## src/rtl/kgp_isa_pkg.sv

```systemverilog
// KGP miniRISC ISA constants shared by the fetch/PC logic.
// Holds the opcode map, the sequencer state encoding and the default reset PC.
package kgp_isa_pkg;

    localparam logic [5:0] OP_B    = 6'b101000;
    localparam logic [5:0] OP_BR   = 6'b100000;
    localparam logic [5:0] OP_BLTZ = 6'b110000;
    localparam logic [5:0] OP_BZ   = 6'b110001;
    localparam logic [5:0] OP_BNZ  = 6'b110010;
    localparam logic [5:0] OP_BL   = 6'b101011;
    localparam logic [5:0] OP_BCY  = 6'b101001;
    localparam logic [5:0] OP_BNCY = 6'b101010;
    localparam logic [5:0] OP_HALT = 6'b111111;

    localparam logic [31:0] KGP_RESET_PC = 32'h0000_0000;

    typedef enum logic [1:0] {
        FETCH = 2'd0,
        WAIT  = 2'd1,
        EXEC  = 2'd2,
        HALT  = 2'd3
    } state_t;

    // b, bl, bcy and bncy carry a 26-bit word offset.
    function automatic logic is_long_branch(input logic [5:0] op);
        return (op == OP_B) || (op == OP_BL) || (op == OP_BCY) || (op == OP_BNCY);
    endfunction

    function automatic logic is_short_branch(input logic [5:0] op);
        return (op == OP_BLTZ) || (op == OP_BZ) || (op == OP_BNZ);
    endfunction

endpackage

```

## src/rtl/next_pc_calc.sv

```systemverilog
// Combinational next-PC selection: sequential, PC-relative or register-indirect.
// Unconditional branches (b, br, bl) take their target regardless of branch_taken.
module next_pc_calc
    import kgp_isa_pkg::*;
#(
    parameter int ADDR_W = 32
) (
    input  logic [ADDR_W-1:0] pc,
    input  logic [31:0]       instr,
    input  logic              branch_taken,
    input  logic [ADDR_W-1:0] rs_value,
    output logic [ADDR_W-1:0] next_pc
);

    logic [5:0]        op;
    logic [ADDR_W-1:0] seq;
    logic [ADDR_W-1:0] off26;
    logic [ADDR_W-1:0] off16;
    logic [ADDR_W-1:0] rs_aligned;
    logic              uncond;
    logic              take;

    assign op         = instr[31:26];
    assign seq        = pc + ADDR_W'(4);
    assign off26      = {{(ADDR_W-28){instr[25]}}, instr[25:0], 2'b00};
    assign off16      = {{(ADDR_W-18){instr[15]}}, instr[15:0], 2'b00};
    assign rs_aligned = rs_value & ~ADDR_W'(3);
    assign uncond     = (op == OP_B) || (op == OP_BR) || (op == OP_BL);
    assign take       = branch_taken || uncond;

    always_comb begin
        next_pc = seq;
        if (take) begin
            if (op == OP_BR) begin
                next_pc = rs_aligned;
            end else if (is_long_branch(op)) begin
                next_pc = seq + off26;
            end else if (is_short_branch(op)) begin
                next_pc = seq + off16;
            end
        end
    end

endmodule

```

## src/rtl/pc_sequencer.sv

```systemverilog
// Program counter owner for the KGP miniRISC core: fetch FSM, instruction latch,
// PC update on exec_done and the ra link write for bl.
module pc_sequencer
    import kgp_isa_pkg::*;
#(
    parameter int                ADDR_W   = 32,
    parameter logic [ADDR_W-1:0] RESET_PC = ADDR_W'(KGP_RESET_PC)
) (
    input  logic              clk,
    input  logic              rst,
    output logic              imem_req,
    output logic [ADDR_W-1:0] imem_addr,
    input  logic              imem_ack,
    input  logic [31:0]       imem_rdata,
    output logic [31:0]       instr,
    output logic              instr_valid,
    output logic [5:0]        opcode,
    input  logic              branch_taken,
    input  logic [ADDR_W-1:0] rs_value,
    input  logic              exec_done,
    output logic [ADDR_W-1:0] pc,
    output logic              link_we,
    output logic [ADDR_W-1:0] link_data,
    output logic              halted,
    output state_t            dbg_state
);

    // Fetch handshake: imem_req rises on leaving FETCH and stays high with
    // imem_addr stable until the cycle imem_ack is seen in WAIT; imem_rdata is
    // taken in that same cycle. Acks in any other state are dropped.

    state_t            state;
    logic [ADDR_W-1:0] next_pc;

    assign imem_addr = pc;
    assign opcode    = instr[31:26];
    assign dbg_state = state;

    next_pc_calc #(
        .ADDR_W(ADDR_W)
    ) u_next_pc (
        .pc          (pc),
        .instr       (instr),
        .branch_taken(branch_taken),
        .rs_value    (rs_value),
        .next_pc     (next_pc)
    );

    always_ff @(posedge clk) begin
        if (rst) begin
            state       <= FETCH;
            pc          <= RESET_PC;
            imem_req    <= 1'b0;
            instr       <= '0;
            instr_valid <= 1'b0;
            link_we     <= 1'b0;
            link_data   <= '0;
            halted      <= 1'b0;
        end else begin
            instr_valid <= 1'b0;
            link_we     <= 1'b0;
            case (state)
                FETCH: begin
                    imem_req <= 1'b1;
                    state    <= WAIT;
                end
                WAIT: begin
                    if (imem_ack) begin
                        instr       <= imem_rdata;
                        instr_valid <= 1'b1;
                        imem_req    <= 1'b0;
                        state       <= EXEC;
                    end
                end
                EXEC: begin
                    if (exec_done) begin
                        // halt freezes pc at the address of the halt itself
                        if (opcode == OP_HALT) begin
                            halted <= 1'b1;
                            state  <= HALT;
                        end else begin
                            pc    <= next_pc;
                            state <= FETCH;
                            if (opcode == OP_BL) begin
                                link_we   <= 1'b1;
                                link_data <= pc + ADDR_W'(4);
                            end
                        end
                    end
                end
                HALT: begin
                    imem_req <= 1'b0;
                    halted   <= 1'b1;
                end
                default: state <= FETCH;
            endcase
        end
    end

endmodule

```

## config.mk

```make
export PLATFORM = sky130hd
export DESIGN_NAME = pc_sequencer
export DESIGN_NICKNAME = d
export VERILOG_FILES = /design/src/rtl/kgp_isa_pkg.sv /design/src/rtl/next_pc_calc.sv /design/src/rtl/pc_sequencer.sv
export SDC_FILE = /design/constraint.sdc
export NUM_CORES = 1
export LEC_CHECK = 0
export ABC_CLOCK_PERIOD_IN_PS = 8100
export BUFFER_PORTS_ARGS = -buffer_cell sky130_fd_sc_hd__buf_2
export CORE_AREA = 3 3 135 137
export DETAILED_ROUTE_END_ITERATION = 8
export DIE_AREA = 0 0 138 140
export PLACE_DENSITY = 0.74
export SLEW_MARGIN = 20
export SYNTH_ARGS = -nofsm -noshare
export SYNTH_HDL_FRONTEND = slang
export SYNTH_SLANG_ARGS = --single-unit
```

## constraint.sdc

```tcl
create_clock -name clk -period 8.1 [get_ports clk]
set_input_delay 1.62 -clock clk [delete_from_list [all_inputs] [get_ports clk]]
set_output_delay 1.62 -clock clk [all_outputs]
set_load 0.03 [all_outputs]
```

==> impl_metrics.ini <==
[outcome]
outcome = finished clean

[worst_setup_path]
worst_path_dominant_cell_family = simple AND/OR/NAND/NOR gates
cp-start-kind = flop
crit_chain = ha_1, nand2_1, nor4_1, nand4_1, xnor2_1, ha_1, a21o_1, a21o_1, a21oi_1, o21ai_0, o21ba_2, xnor2_1, a221oi_1, a211oi_1
critPathBufInv = 0
crit_type = reg -> reg
cpPeakStageDelay_ns = 0.96
crit_fanout = 9
arrival_ns = 5.23
required_ns = 8.32
crit_slowest_cell = nor4_1
worstSetupEndpointType = flop

[placement]
dp.final_hpwl_mm = 18.4
numPortBuffers = 200
gp_congestion = 0.935

[final_layout]
layout_common_cells = 199 x buf_2, 135 x nand2_1, 116 x a21oi_1
final_common_cell = buf_2
area_growth_pct = 16.0
n_fill_cell = 1753
nets = 1264
drive_above_1_share_pct = 21.6

[power]
p_clk_share_pct = 35.4
power_switching_share_pct = 34.7
p_sw_uw = 451
combPwrFrac_pct = 23.6
leakage_nw = 4.11
peakVddDrop_mv = 0.123
pwr-share-seq_pct = 41.0
internal_power_uw = 848
power-per-cell-area_mw_per_mm2 = 150
power.total_mw = 1.30

[detailed_routing]
num_vias = 7852
viasPerCell = 5.71
wl_per_cell_um = 17.8
routed_wirelength_mm = 24.5
drtIter0Drc = 697
firstDrtPassIters = 7
drtAntennaViolNets = 0
drc = 0

[timing]
fin_crit_ns = 5.01
slew_headroom_pct = 24.8
rsz0062_at_grt = no
fin_setup_tns_ns = 0
skew_ns = 0.0103
finalMaxSlewViolations = 0
fmax_mhz = 200
tightest_slew_ns = 1.12
finalCritPeriodShare_pct = 61.8
hold_violations = 0
setup-violations-final = 0

[logic_synthesis]
yosys.area_share.xor_xnor_pct = 7.26
syn_area_per_cell_um2 = 7.41
synth-main-ff-cell = dfxtp_1
synth-adder-area-share_pct = 8.46
ys_ff_latch = 98
syn-instance-count = 1010
synth_area_mm2 = 0.00748
synth_top_family_by_area = compound AO/OA/AOI/OAI gates
synth_cell_type_count = 66
synthArstFlopShare_pct = 0
yosys.area_share.simple_pct = 23.3
synth_compound_area_share_pct = 25.4
ys_seq_area_share_pct = 26.2
yosysWarnings = 0
synth_edf_count = 0
muxShareOfSynthArea_pct = 1.24

[grt]
grt_first_pass_wirelength_mm = 37.8
grt_max_degree = 63
first_global_vias = 6917
grt.total_usage_pct = 23.9
antenna_found_initial = 1
grt_overflow_total = 0

[cts]
h-tree-depth = 3
cts_resized = 0
cts.hold.buffers_added = 0
cts_tree = yes
root_buffer = clkbuf_16
clk_pin_slew_ns = 0.08
clock_latency_ns = 0.36
cts_buffers = 9
post_cts_buffers = 0
clockBufferDepth = 2
cts_num_sinks = 98

[floorplanning]
coreArea_mm2 = 0.0172
fp.dieH_um = 140
dieArea_mm2 = 0.0193
rows = 48
initial_core_util_pct = 43.5
die_x_um = 138
ios = 209

[flow_run]
cap_violations = 0

[hold_path]
hold_path.class = reg -> reg
[final timing paths]
check	from	end	slack (ns)	depth (start not counted)
hold / removal	link_data[15]	link_data[15]	0.46	2
setup / recovery	imem_addr[2]	imem_addr[29]	3.09	14
setup reg to reg	imem_addr[2]	imem_addr[29]	3.09	14
hold reg to reg	link_data[15]	link_data[15]	0.46	2
[cell usage after synthesis, types with 3 or more instances]
cell type / count / area [um^2]
a31oi_1: 11 / 68.8
a21o_1: 22 / 165
buf_1: 4 / 15.0
ha_1: 49 / 613
and2_1: 6 / 37.5
and3_1: 11 / 68.8
or3_1: 8 / 50.1
or2_2: 5 / 31.3
mux2i_1: 7 / 70.1
buf_4: 42 / 315
nand3_1: 29 / 145
or4_1: 3 / 22.5
o31ai_1: 4 / 30.0
nand2_1: 136 / 510
xnor2_1: 33 / 289
inv_1: 27 / 101
o21a_1: 4 / 30.0
a311oi_1: 3 / 26.3
o221ai_1: 4 / 35.0
a21oi_1: 116 / 581
nor2b_1: 8 / 50.1
nand4_1: 14 / 87.6
xor2_1: 24 / 210
o211ai_1: 9 / 67.6
nand2b_1: 6 / 37.5
clkbuf_1: 43 / 161
and4_1: 5 / 43.8
o22ai_1: 17 / 106
dfxtp_1: 98 / 1960
o2111ai_1: 3 / 26.3
a211oi_1: 27 / 203
nand3b_1: 4 / 30.0
a221oi_1: 17 / 149
nor3_1: 19 / 95.1
o21bai_1: 4 / 30.0
o21ai_0: 45 / 225
nor3b_1: 3 / 22.5
nor2_1: 103 / 387
[sequential cells by signal, indices dropped and copies added (netlist names)]
name,count
imem_addr,30
link_data,30
instr,32
dbg_state,2
instr_valid,1
link_we,1
imem_req,1
halted,1
[layout make-up]
| class | instances | area, um^2 | share of cell area (%) |
|---|---|---|---|
| clock inverter | 7 | 82.6 | 0.952 |
| tap | 225 | 282 | 3.24 |
| clock buffer | 9 | 225 | 2.60 |
| inverter | 27 | 101 | 1.17 |
| sequential | 98 | 1960 | 22.6 |
| timing repair buffer | 210 | 1080 | 12.4 |
| multi-input combinational | 799 | 4940 | 57.0 |
| antenna | 1 | 2.50 | 0.0288 |
[per-layer routing]
metal  up-vias  GRT usage, %  wire (um)
met1      3597          35.4      11500
met4         0          7.44        512
met5         -             0          0
met3        31          4.78       2140
met2       359          34.9      10300
li1       3865             -          -
[worst reg2reg max path, stage by stage, from the launching register on]
cell and delay, ns:
dfxtp_1 0.55, ha_1 0.33, nand2_1 0.12, nor4_1 0.96
nand4_1 0.36, xnor2_1 0.63, ha_1 0.42, a21o_1 0.21
a21o_1 0.18, a21oi_1 0.20, o21ai_0 0.12, o21ba_2 0.27
xnor2_1 0.10, a221oi_1 0.33, a211oi_1 0.12
[kinds of logic after synthesis]
kind of cell / count (synthesis)
AND/OR/NAND/NOR: 372
AO/OA/AOI/OAI: 303
buffers and inverters: 118
flip-flops: 98
XOR/XNOR: 59
adder cells (fa/ha/maj): 50
multiplexers: 9
other: 1
[through the flow]
step | setup slack (ns) | instances | area, um^2 | util, % | hold WS (ns)
floorplan | 3.92 | 1015 | 7500 | - | 0.582
global placement | 3.28 | 1359 | 8360 | 48.7 | 0.446
detailed placement | 3.27 | 1359 | 8360 | 48.7 | 0.448
CTS | 3.25 | 1375 | 8670 | 50.5 | 0.458
global route | 2.79 | 1376 | 8680 | 50.5 | 0.482
finish | 3.09 | 1376 | 8680 | 50.5 | 0.456
[power groups by stage]
stage | Sequential, mW | Clock, mW | Combinational [mW]
after floorplan | 0.576 | 0 | 0.183
final | 0.532 | 0.460 | 0.306
after detailed placement | 0.543 | 0 | 0.303
after global routing | 0.537 | 0.485 | 0.334
after global placement | 0.542 | 0 | 0.300
after CTS | 0.532 | 0.467 | 0.304
Power figures use the tool's default switching activity.
